File: src/rtl/rx_uart.sv
// rx_uart: 16x oversampled UART receiver.
// Frame: start bit (0), NB_DATA data bits LSB first, N_STOP stop bits (1).
// An internal divider produces one oversample tick every DVSR clocks.
// Optional stop-bit checking and the o_frame_err output are enabled by
// defining the macro RX_UART_FRAME_ERR_EN.
module rx_uart #(
  parameter int unsigned NB_DATA       = 8,
  parameter int unsigned N_STOP        = 2,
  parameter int unsigned NB_STATE      = 2,
  parameter int unsigned NB_COUNT      = 4,
  parameter int unsigned NB_DATA_COUNT = 3,
  parameter int unsigned DVSR          = 1
) (
  input  logic               i_clock,
  input  logic               i_reset,
  input  logic               i_rx,
  output logic               rx_done_tick,
  output logic [NB_DATA-1:0] o_data
`ifdef RX_UART_FRAME_ERR_EN
  ,
  output logic               o_frame_err
`endif
);

  typedef enum logic [NB_STATE-1:0] {
    StIdle,
    StStart,
    StData,
    StStop
  } state_e;

  localparam logic [15:0]              DvsrLast = 16'(DVSR - 1);
  // Mid-bit tick (7 for 16x oversampling) and last tick of a bit (15).
  localparam logic [NB_COUNT-1:0]      TickMid  = {1'b0, {(NB_COUNT - 1){1'b1}}};
  localparam logic [NB_COUNT-1:0]      TickLast = '1;
  localparam logic [NB_DATA_COUNT-1:0] DataLast = NB_DATA_COUNT'(NB_DATA - 1);
  localparam logic [NB_DATA_COUNT-1:0] StopLast = NB_DATA_COUNT'(N_STOP - 1);

  logic                     rx_meta_q;
  logic                     rx_sync_q;
  logic [15:0]              div_q;
  logic                     s_tick;
  state_e                   state_q;
  logic [NB_COUNT-1:0]      tick_q;
  logic [NB_DATA_COUNT-1:0] bit_q;
  logic [NB_DATA-1:0]       shift_q;
`ifdef RX_UART_FRAME_ERR_EN
  logic                     err_q;
`endif

  // Two-flop synchronizer; resets to the idle line level.
  always_ff @(posedge i_clock) begin
    if (!i_reset) begin
      rx_meta_q <= 1'b1;
      rx_sync_q <= 1'b1;
    end else begin
      rx_meta_q <= i_rx;
      rx_sync_q <= rx_meta_q;
    end
  end

  // Oversample tick divider; with DVSR=1 the counter stays at 0 and s_tick is always high.
  always_ff @(posedge i_clock) begin
    if (!i_reset) begin
      div_q <= '0;
    end else if (s_tick) begin
      div_q <= '0;
    end else begin
      div_q <= div_q + 16'd1;
    end
  end

  assign s_tick = (div_q == DvsrLast);

  // Receive FSM with registered done pulse, data and frame-error outputs.
  always_ff @(posedge i_clock) begin
    if (!i_reset) begin
      state_q      <= StIdle;
      tick_q       <= '0;
      bit_q        <= '0;
      shift_q      <= '0;
      rx_done_tick <= 1'b0;
      o_data       <= '0;
`ifdef RX_UART_FRAME_ERR_EN
      err_q        <= 1'b0;
      o_frame_err  <= 1'b0;
`endif
    end else begin
      rx_done_tick <= 1'b0;
`ifdef RX_UART_FRAME_ERR_EN
      o_frame_err  <= 1'b0;
`endif
      case (state_q)
        // Leave idle on any clock the line is low, not only on a tick.
        StIdle: begin
          if (!rx_sync_q) begin
            state_q <= StStart;
            tick_q  <= '0;
          end
        end
        StStart: begin
          if (s_tick) begin
            if (tick_q == TickMid) begin
              tick_q  <= '0;
              bit_q   <= '0;
              // A high line at mid start bit is a glitch: drop it silently.
              state_q <= rx_sync_q ? StIdle : StData;
            end else begin
              tick_q <= tick_q + NB_COUNT'(1);
            end
          end
        end
        StData: begin
          if (s_tick) begin
            if (tick_q == TickLast) begin
              tick_q  <= '0;
              shift_q <= {rx_sync_q, shift_q[NB_DATA-1:1]};
              if (bit_q == DataLast) begin
                state_q <= StStop;
                bit_q   <= '0;
`ifdef RX_UART_FRAME_ERR_EN
                err_q   <= 1'b0;
`endif
              end else begin
                bit_q <= bit_q + NB_DATA_COUNT'(1);
              end
            end else begin
              tick_q <= tick_q + NB_COUNT'(1);
            end
          end
        end
        StStop: begin
          // Sampling was aligned to mid-bit in StStart, so the last tick of each
          // stop-bit period here lands in the middle of that stop bit on the line.
          if (s_tick) begin
            if (tick_q == TickLast) begin
              tick_q <= '0;
`ifdef RX_UART_FRAME_ERR_EN
              err_q  <= err_q | ~rx_sync_q;
`endif
              if (bit_q == StopLast) begin
                state_q      <= StIdle;
                rx_done_tick <= 1'b1;
                o_data       <= shift_q;
`ifdef RX_UART_FRAME_ERR_EN
                o_frame_err  <= err_q | ~rx_sync_q;
                err_q        <= 1'b0;
`endif
              end else begin
                bit_q <= bit_q + NB_DATA_COUNT'(1);
              end
            end else begin
              tick_q <= tick_q + NB_COUNT'(1);
            end
          end
        end
        default: state_q <= StIdle;
      endcase
    end
  end

endmodule

File: config.mk
export PLATFORM = sky130hd
export DESIGN_NAME = rx_uart
export DESIGN_NICKNAME = d
export VERILOG_FILES = /design/src/rtl/rx_uart.sv
export SDC_FILE = /design/constraint.sdc
export NUM_CORES = 1
export LEC_CHECK = 0
export CAP_MARGIN = 20
export CORE_ASPECT_RATIO = 0.8
export CORE_UTILIZATION = 56
export DETAILED_ROUTE_END_ITERATION = 6
export PLACE_DENSITY = 0.76
export SLEW_MARGIN = 0
export SYNTH_ARGS = -nofsm -noshare
export SYNTH_HDL_FRONTEND = slang
export SYNTH_SLANG_ARGS = --single-unit
File: constraint.sdc
create_clock -name i_clock -period 4.08 [get_ports i_clock]
set_clock_uncertainty 0.2 [all_clocks]
set_input_delay 0.612 -clock i_clock [delete_from_list [all_inputs] [get_ports i_clock]]
set_output_delay 0.612 -clock i_clock [all_outputs]
set_load 0.02 [all_outputs]
# Word-level counts from Yosys, hierarchy flattened
# Cells that the tools add are included.
[op_classes]
n_eq_ne = 18
n_addsub = 3
n_reduce_logical = 11
mux = 27
n_bitwise = 1
[op_table]
columns = ["op", "count"]
rows = [
  ["$mux W3", 8],
  ["$mux W2", 10],
  ["$mux W4", 5],
  ["$ne A2 B2 Y1 const B", 10],
  ["$add A16 B1 Y16 const B", 1],
  ["$logic_not A16 Y1", 1],
  ["$pmux W4 S3", 1],
  ["$pmux W3 S3", 1],
  ["$reduce_and A9 Y1", 1],
  ["$pmux W2 S4", 1],
  ["$reduce_and A4 Y1", 2],
  ["$reduce_and A8 Y1", 1],
  ["$reduce_and A3 Y1", 2],
  ["$add A4 B1 Y4 const B", 1],
  ["$eq A2 B2 Y1 const B", 2],
  ["$eq A4 B3 Y1 const B", 1],
  ["$eq A4 B4 Y1 const B", 1],
  ["$reduce_or A2 Y1", 2],
  ["$add A3 B1 Y3 const B", 1],
  ["$eq A3 B1 Y1 const B", 1],
  ["$eq A3 B3 Y1 const B", 1],
  ["$reduce_bool A3 Y1", 1],
  ["$eq A2 B1 Y1 const B", 1],
  ["$logic_not A2 Y1", 1],
  ["other kinds (3)", 3],
]
[totals]
output_inout_bits = 9
elab_cells = 69
regBits = 44

# Logic depth before layout (Yosys ltp)
[logic_depth]
ltp_word = 5
ltp_mapped = 8

# Least setup slack after synthesis
# Ideal clock, no wire load.
[synth_path]
kind = "register to register"
start = "reg div_q[0]"
end = "reg o_data[0]"
path_slack_ns = 1.572
n_path_buf = 1
required_ns = 3.808
path_stages_with_launch = 8
t_arrival_ns = 2.236
setup_ns = 0.072
cell_sequence = "dfxtp_1 > inv_1 > ha_1 > or4b_1 > or4_1 > buf_6 > nor3_4 > mux2i_1"
[synth_between]
elab_chain_len = 2
[synth_lines]
columns = ["element", "line", "text"]
rows = [
  ["start: declaration", "41", "logic [15:0] div_q;"],
  ["start signal: assignment", "69", "div_q <= div_q + 16'd1;"],
  ["$logic_not A16 Y1", "73", "assign s_tick = (div_q == DvsrLast);"],
  ["$reduce_and A4 Y1 (no source line)", "n/a", ""],
  ["end signal: assignment", "144", "o_data <= shift_q;"],
  ["end: declaration", "18", "output logic [NB_DATA-1:0] o_data"],
]
# Every way passes these cells.
# A chain may end at the register's enable or synchronous reset.

# Worst setup path after layout
[layout_path]
start = "reg div_q[0]"
end = "reg o_data[3]"
# The elaborated chain is that of the path after synthesis.

==> flow_summary.json <==
{
  "pin_count": 12,
  "synth_nets": 225,
  "first_iter_violations": 86,
  "critical_path_required_ps": 4100,
  "antenna_found_initial": 0,
  "intPower_uw": 678,
  "ys_seq_area_share_pct": 44.5,
  "hold_depth": 1,
  "diodes": 0,
  "dieArea_sq_um": 3780,
  "grt_start_max_net_pins": 25,
  "min_period_ps": 2850,
  "firstDrtPassIters": 4,
  "initial_utilization_pct": 61.5,
  "cts_made_buffers": 5,
  "htree_levels": 2,
  "slew_headroom_pct": 41.1,
  "rsz0062_at_grt": "false",
  "clockBufferDepth": 2,
  "power_switching_uw": 154,
  "synth_cells": 216,
  "clock_sinks": 44,
  "wl_per_cell_um": 14.2,
  "placed_cell_area_sq_um": 2100,
  "ys_ff_latch": 44,
  "crit_arrival_ps": 2870,
  "cts_resized": 0,
  "cpLargestDelayFamily": "simple AND/OR/NAND/NOR gates",
  "seqPwrFrac_pct": 52.1,
  "status": "finished clean",
  "worstRegToRegCells": 6,
  "cts_tree": "built",
  "max_freq_mhz": 351,
  "vias_per_cell": 5.75,
  "path_max_fanout": 9,
  "numPortBuffers": 11,
  "wirelength_mm": 3.77,
  "p_sw_share_pct": 18.5,
  "grt_first_pass_wirelength_mm": 6.31,
  "die_h_um": 55.2,
  "yosysMostFrequentCell": "dfxtp_1",
  "fill_cells": 252,
  "critPathCaptureType": "flop",
  "dp_hpwl_mm": 2.69,
  "cts_root_buf": "clkbuf_8",
  "synth_area_sq_um": 1980,
  "synth_edf_count": 0,
  "cp_slowest_cell": "or4_1",
  "yosysTopAreaCell": "dfxtp_1",
  "min_path_type": "reg -> reg",
  "crit_chain": "inv_1 > ha_1 > or4b_1 > or4_1 > nor3_4 > mux2i_1",
  "cp-start-kind": "flop",
  "holdBufCountCts": 0,
  "max_stage_delay_ps": 760,
  "row_count": 18,
  "core-area_sq_um": 3220,
  "ant_nets": 0,
  "p_leak_nw": 0.733,
  "cp_num_buf_inv": 1,
  "yosysWarnings": 0,
  "worst-path-stages": 6,
  "clk_latency_ps": 290,
  "avgSynthCellArea_sq_um": 9.17,
  "place_congestion": 0.833,
  "synthDistinctLibCells": 37,
  "synth.top_cell.area_share_pct": 44.5,
  "powerDensity_nw_per_um2": 373,
  "netlist_top_cells_count": "dfxtp_1, nand2_1, mux2i_1",
  "drc": 0,
  "finalSetupViolations": 0,
  "final_layout_size_suffix_gt1_share_pct": 5.78,
  "hold_viol": 0,
  "maxCapViolCount": 0,
  "die_x_um": 68.5,
  "vdd_drop_max_v": 0.000282,
  "grt_usage_pct": 23.2,
  "power_frac_clock_pct": 46.0,
  "worstMarginPinSlew_ps": 876,
  "cts_setup_buffers": 0,
  "finalMaxSlewViolations": 0,
  "path_clk_slew_ps": 80,
  "tns_ps": 0,
  "layout.nets": 234,
  "syn2layout_area_growth_pct": 12.7,
  "grt_pass1_vias": 1364,
  "num_vias": 1524,
  "synth.area.top_cells": "dfxtp_1, mux2i_1, nand2_1",
  "pwr-share-comb_pct": 1.9,
  "fin_crit_sh_pct": 69.8,
  "path_class": "reg -> reg",
  "globalRouteOverflowTotal": 0,
  "synth_flop_cell": "dfxtp_1",
  "fin_area_sq_um": 2230,
  "async_reset_ff_share_pct": 0
}
[power by group through the flow]
stage / logic, mW / registers, mW / clock network [mW]
floorplan: 0.0124 / 0.442 / 0
global placement: 0.0149 / 0.444 / 0
detailed placement: 0.0157 / 0.444 / 0
CTS: 0.0158 / 0.434 / 0.386
global route: 0.0174 / 0.435 / 0.406
finish: 0.0157 / 0.434 / 0.383
[area by class of cell]
class | instances | area [sq um] | share of cell area [%]
multi-input cells | 152 | 1020 | 45.6
flip-flops and latches | 44 | 881 | 39.5
repair buffers | 12 | 118 | 5.27
clock buffers | 5 | 68.8 | 3.08
clock inverters | 2 | 60.1 | 2.69
well taps | 40 | 50.0 | 2.24
inverters | 10 | 37.5 | 1.68
[sequential cells by signal, indices dropped and copies added, names as in the netlist, named ones only]
| register | cells |
|---|---|
| rx_sync_q | 1 |
| tick_q | 4 |
| bit_q | 3 |
| o_data | 8 |
| state_q | 1 |
| rx_done_tick | 1 |
| div_q | 16 |
| shift_q | 8 |
| rx_meta_q | 1 |
[metal layers]
metal | up-vias | wire [um] | global-route usage (%) | part of all wire [%]
li1 | 768 | - | - | -
met1 | 714 | 1780 | 29.9 | 47
met2 | 37 | 1800 | 38.1 | 48
met3 | 5 | 153 | 5.53 | 4.1
met4 | 0 | 36 | 8.33 | 0.96
met5 | - | 0 | 0 | 0
[worst paths after layout]
path | end | start | slack [ps]
setup / recovery | o_data[3] | div_q[0] | 1230
hold reg to reg | rx_sync_q | rx_meta_q | 220
hold / removal | rx_sync_q | rx_meta_q | 220
setup reg to reg | o_data[3] | div_q[0] | 1230
[through the flow]
stage          setup slack, ps  util [%]  hold slack (ps)  power [mW]  std cells
2_1_floorplan             1570         -              186       0.455        216
3_3_place_gp              1360      65.3              203       0.459        258
3_5_place_dp              1250      65.3              203       0.460        258
4_1_cts                   1220      69.3              222       0.836        265
5_1_grt                   1080      69.3              250       0.859        265
6_report                  1230      69.3              217       0.833        265
[layout by cell type (no fill, tap or decap), types with 3 or more instances in the layout]
cell type | Yosys | routed
inv_1 | 10 | 10
mux2i_1 | 20 | 20
nor2_1 | 18 | 18
nand4b_1 | 3 | 3
nor3_1 | 5 | 5
or3_1 | 5 | 5
or4_1 | 4 | 4
dfxtp_1 | 44 | 44
xor2_1 | 4 | 4
nand4_1 | 6 | 6
o21ai_0 | 5 | 5
ha_1 | 6 | 6
a31oi_1 | 3 | 3
clkdlybuf4s50_1 | 0 | 11
clkbuf_8 | 0 | 5
nand3_1 | 7 | 7
xnor2_1 | 10 | 10
nor4_1 | 5 | 5
nand2_1 | 31 | 31
[logic make-up after synthesis]
| group | synth area share, % |
|---|---|
| AO/OA/AOI/OAI | 5.62 |
| XOR/XNOR | 6.19 |
| adder cells (fa/ha/maj) | 3.79 |
| buffers and inverters | 4.17 |
| flip-flops | 44.5 |
| multiplexers | 10.1 |
| AND/OR/NAND/NOR | 25.6 |
[worst register-to-register path, cell delays in order (launching register included)]
cell and delay [ps]:
dfxtp_1 350, inv_1 70, ha_1 130, or4b_1 440
or4_1 760, nor3_4 560, mux2i_1 260
Power figures use the tool's default switching activity.
